--- config.mk ---
export PLATFORM = sky130hd
export DESIGN_NAME = config_loader
export DESIGN_NICKNAME = d
export VERILOG_FILES = /design/src/rtl/cfg_loader_pkg.sv /design/src/rtl/config_loader.sv
export SDC_FILE = /design/constraint.sdc
export NUM_CORES = 1
export LEC_CHECK = 0
export ABC_AREA = 1
export BUFFER_PORTS_ARGS = -buffer_cell sky130_fd_sc_hd__buf_2
export CORE_MARGIN = 1.5
export CORE_UTILIZATION = 30
export DETAILED_ROUTE_END_ITERATION = 7
export PLACE_DENSITY = 0.5
export SKIP_LAST_GASP = 1
export SLEW_MARGIN = 10
export SYNTH_ARGS = -nofsm -noshare
export SYNTH_HDL_FRONTEND = slang
export SYNTH_SLANG_ARGS = --single-unit
--- constraint.sdc ---
create_clock -name prog_clk -period 4.12 [get_ports prog_clk]
set_clock_uncertainty 0.15 [all_clocks]
set_input_delay 1.03 -clock prog_clk [delete_from_list [all_inputs] [get_ports prog_clk]]
set_output_delay 1.03 -clock prog_clk [all_outputs]
set_load 0.02 [all_outputs]
--- src/rtl/cfg_loader_pkg.sv ---
// cfg_loader_pkg: word width shared by the loader and the switch-box tiles, plus loader FSM states
package cfg_loader_pkg;
  localparam int WORD_W = 32;
  typedef enum logic [1:0] {IDLE, WAIT_WORD, SHIFT, DONE} state_t;
endpackage

--- src/rtl/config_loader.sv ---
// config_loader: shifts configuration words down a switch-box programming chain while capturing its prior contents
module config_loader
  import cfg_loader_pkg::*;
#(
  parameter int NUM_WORDS = 4
) (
  input  logic              prog_clk,
  input  logic              rst,
  input  logic              start,
  input  logic [WORD_W-1:0] cfg_data,
  input  logic              cfg_valid,
  output logic              cfg_ready,
  output logic              chain_dout,
  output logic              chain_en,
  input  logic              chain_din,
  output logic [WORD_W-1:0] rb_data,
  output logic              rb_valid,
  output logic              busy,
  output logic              done
);
  localparam int WCW = NUM_WORDS > 1 ? $clog2(NUM_WORDS) : 1;
  state_t state, state_nx;
  logic [WCW-1:0] word_cnt;
  logic [4:0] bit_cnt;
  logic [WORD_W-1:0] tx, rx;
  logic xfer, last_bit, last_word;
  assign xfer = cfg_valid && cfg_ready;
  assign last_bit = bit_cnt == 5'd31;
  assign last_word = word_cnt == WCW'(NUM_WORDS - 1);
  always_ff @(posedge prog_clk or posedge rst)
    if (rst) state <= IDLE;
    else state <= state_nx;
  always_comb begin
    state_nx = state;
    case (state)
      IDLE:      state_nx = start ? WAIT_WORD : IDLE;
      WAIT_WORD: state_nx = xfer ? SHIFT : WAIT_WORD;
      SHIFT:     state_nx = !last_bit ? SHIFT : last_word ? DONE : WAIT_WORD;
      default:   state_nx = IDLE;
    endcase
  end
  always_comb begin
    cfg_ready  = state == WAIT_WORD;
    chain_en   = state == SHIFT;
    chain_dout = chain_en && tx[0];
    busy       = state != IDLE;
    done       = state == DONE;
  end
  always_ff @(posedge prog_clk or posedge rst)
    if (rst) begin
      word_cnt <= '0;
      bit_cnt  <= '0;
      tx       <= '0;
      rx       <= '0;
      rb_data  <= '0;
      rb_valid <= 1'b0;
    end else begin
      rb_valid <= chain_en && last_bit;
      if (state == IDLE && start) word_cnt <= '0;
      if (xfer) begin
        tx      <= cfg_data;
        bit_cnt <= '0;
      end
      if (chain_en) begin
        tx      <= tx >> 1;
        rx      <= {chain_din, rx[WORD_W-1:1]};
        bit_cnt <= bit_cnt + 5'd1;
        if (last_bit) begin
          rb_data <= {chain_din, rx[WORD_W-1:1]};
          if (!last_word) word_cnt <= word_cnt + 1'b1;
        end
      end
    end
endmodule

==> impl_metrics.csv <==
group,metric,value,unit
run_status,status,"finished clean",
setup_path,slowest_delay,520,ps
final_layout,synthToLayoutAreaGrowth,14.4,%
clock_tree,cts_buffers,9,
route,drt-met1-wl,5.09,mm
sta,clock.fmax,0.364,GHz
power,p_int,0.00201,W
min_path,hold_path.class,"flip-flop to flip-flop",
clock_tree,clk_latency,350,ps
final_layout,antennaDiodeCount,0,
floorplan,coreArea,15800,um^2
power,p_per_area,598,nW/um^2
global_routing,antenna_found_initial,0,
sta,hold_viol_final,0,
global_routing,track_usage,13.1,%
yosys,synth_cell_type_count,24,
clock_tree,h-tree-depth,3,
setup_path,rrSetupSlack,1470,ps
yosys,yosysSeqAreaShare,54.8,%
power,switching_share,38.7,%
clock_tree,ctsHoldBuffers,0,
yosys,synthesis.nets,585,
route,met3WireLength,507,um
floorplan,die_w,129,um
route,post_drt_wl_per_cell,12.6,um
power,leakage,2.86,nW
power,comb_power_share,31.9,%
final_layout,drive_above_1_share,22.6,%
setup_path,cp-start-kind,"flip-flop",
setup_path,crit_slowest_cell,"dfrtp_1",
job,drv_cap,0,
yosys,synth_area,4800,um^2
place,dpl.hpwl,6.51,mm
clock_tree,cts_resized,0,
yosys,synth_top_family_by_area,"simple AND/OR/NAND/NOR gates",
setup_path,critPathBufInv,2,
clock_tree,numClockSinks,105,
route,drc,0,
route,dr_wl_met2,4.63,mm
yosys,synth-compound-area-share,9.54,%
global_routing,grt_pass1_wl,17.3,mm
sta,rsz0062_at_grt,"no",
min_path,min_to,"rb_data[22]",
route,drtIter0Drc,237,
yosys,synth-seq-cells,105,
route,routed-via-count,3619,
setup_path,critPathKind,"flip-flop to output port",
setup_path,rr_worst_depth,7,
sta,whs,327,ps
yosys,muxShareOfSynthArea,0,%
route,avgViaCountPerCell,4.40,
sta,final.period_utilization,66.7,%
sta,finalSetupTns,0,ps
clock_tree,cts_root_buf,"clkbuf_16",
global_routing,grt_pass1_vias,3584,
setup_path,crit_arrival,1570,ps
clock_tree,clockBufferDepth,2,
place,globalplace.congestion,0.695,
sta,drv_slew,0,
floorplan,io_pins,75,
sta,setup_violations,0,
setup_path,reg2reg_to,"word_cnt[1]",
yosys,synth-xor-area-share,0,%
yosys,synthCells,545,
final_layout,num-nets-final,642,
sta,fin_crit,2750,ps
power,switching_power,0.00127,W
route,routed.top_layer,"met4",
place,portBuffers,74,
clock_tree,post_cts_buffers,0,
power,power.total,0.00328,W
sta,relSlewSlack,38.2,%
route,wl,10.4,mm
global_routing,grt_overflow,0,
yosys,synth_adder_area_share,0.782,%
floorplan,fp.dieH,129,um
floorplan,initial_utilization,30.4,%
global_routing,grt_max_degree,73,
power,vdd_drop_max,0.235,mV
power,clkPwrFrac,24.7,%
setup_path,r2r-start,"state[0]",
yosys,ys_warn_count,0,
floorplan,rows,46,
sta,tightest_slew,926,ps
power,seq_power_share,43.4,%
route,ant_nets,0,
route,first_pass_iters,5,
setup_path,critPathCaptureType,"output port",
floorplan,die_area,16800,um^2
setup_path,cp.required,2940,ps
clock_tree,cts_tree,"yes",
yosys,synthSimpleGateAreaFrac,25.8,%
min_path,min_path_cells,2,
final_layout,nFillCells,1721,
setup_path,crit_fanout,33,
min_path,hp-start,"rb_data[22]",
setup_path,cpLargestDelayFamily,"buffers and inverters",
clock_tree,cts.clk_slew.worst_paths,70,ps
yosys,syn_area_per_cell,8.80,um^2
setup_path,worstPathCellList,"inv_4 -> nand2_4 -> nor2_1 -> buf_2",
## power by group through the flow
stage,combinational [W],clock [W],sequential [W]
after floorplan,0.000948,0,0.00140
after global placement,0.00104,0,0.00144
after detailed placement,0.00107,0,0.00144
after CTS,0.00107,0.000847,0.00142
after global routing,0.00120,0.000888,0.00146
final,0.00105,0.000810,0.00142
## synthesized netlist by cell type
master    instances  area share [%]
o21ai_2          31             5.7
clkbuf_1          2            0.16
o21ai_1           7            0.73
a21oi_2           1            0.18
buf_6            13             3.1
nor2_2            1            0.13
or2_2             1            0.13
buf_2            14             1.5
inv_1            41             3.2
nand2_4           3            0.70
nor2_8            1            0.42
o211ai_1          1            0.16
buf_4             4            0.63
dfrtp_1         105              55
a21oi_1           2            0.21
nand3_2           1            0.21
inv_4             2            0.26
ha_1              3            0.78
buf_8             1            0.31
nand4_1           1            0.13
nor2_1            6            0.47
o21ai_0          25             2.6
nand3_1          70             7.3
nand2_1         209              16
## area by class of cell
cell class / instances / area [um^2] / share of cell area [%]
clock buffers: 10 / 229 / 4.17
clock inverters: 6 / 42.5 / 0.775
inverters: 43 / 169 / 3.08
multi-input cells: 363 / 1740 / 31.6
flip-flops and latches: 105 / 2630 / 47.9
well taps: 216 / 270 / 4.92
repair buffers: 80 / 415 / 7.57
## kinds of logic after synthesis
logic type / count (synthesis)
flip-flops: 105
AND/OR/NAND/NOR: 293
AO/OA/AOI/OAI: 67
adder cells (fa/ha/maj): 3
buffers and inverters: 77
## routing by layer
layer  vias to the layer above  global-route usage [%]
li1                       1834                       -
met1                      1704                    18.0
met2                        70                    19.8
met3                        11                    3.76
met4                         0                    4.71
met5                         -                       0
## worst reg2reg max path, cell delays in order, from the launching register on
cell and delay (ps):
dfrtp_1 580, inv_4 240, nand2_4 120, buf_4 500, buf_4 640, nor2_2 150, nand3_1 110, nand2_1 50
## sequential cells by signal (all words and copies together), names as in the netlist
signal and cells:
rb_data 32, bit_cnt 5, state 2, rb_valid 1, word_cnt 2, rx 31, tx 32
## cells in the final DEF (no fill, tap or decap), types with 2 or more instances in the layout
master	n
ha_1	3
nor2_1	6
nand3_1	70
nand2_1	209
o21ai_0	25
buf_2	74
o21ai_2	31
inv_4	3
clkbuf_16	9
clkinv_2	3
nand2_4	3
dfrtp_1	105
o21ai_1	7
a21oi_1	2
inv_1	40
buf_4	6
## how the worst max path moves through the flow
stage | from | endpoint | slack (ps) | cells past startpoint
after floorplan | rst | bit_cnt[0] | 180 | 1
after global placement | cfg_valid | tx[31] | 1170 | 6
after detailed placement | cfg_valid | bit_cnt[1] | 1140 | 6
after CTS | state[0] | chain_dout | 1350 | 4
after global routing | state[0] | word_cnt[0] | 1250 | 7
final | state[0] | chain_dout | 1370 | 4
## per-stage QoR
stage / utilization, % / worst slack (ps) / instance area [um^2] / std cells
2_1_floorplan: - / 179 / 4800 / 545
3_3_place_gp: 33.1 / 1170 / 5220 / 807
3_5_place_dp: 33.1 / 1140 / 5220 / 807
4_1_cts: 34.8 / 1350 / 5490 / 823
5_1_grt: 34.8 / 1250 / 5490 / 823
6_report: 34.8 / 1370 / 5490 / 823
Power figures use the tool's default switching activity.
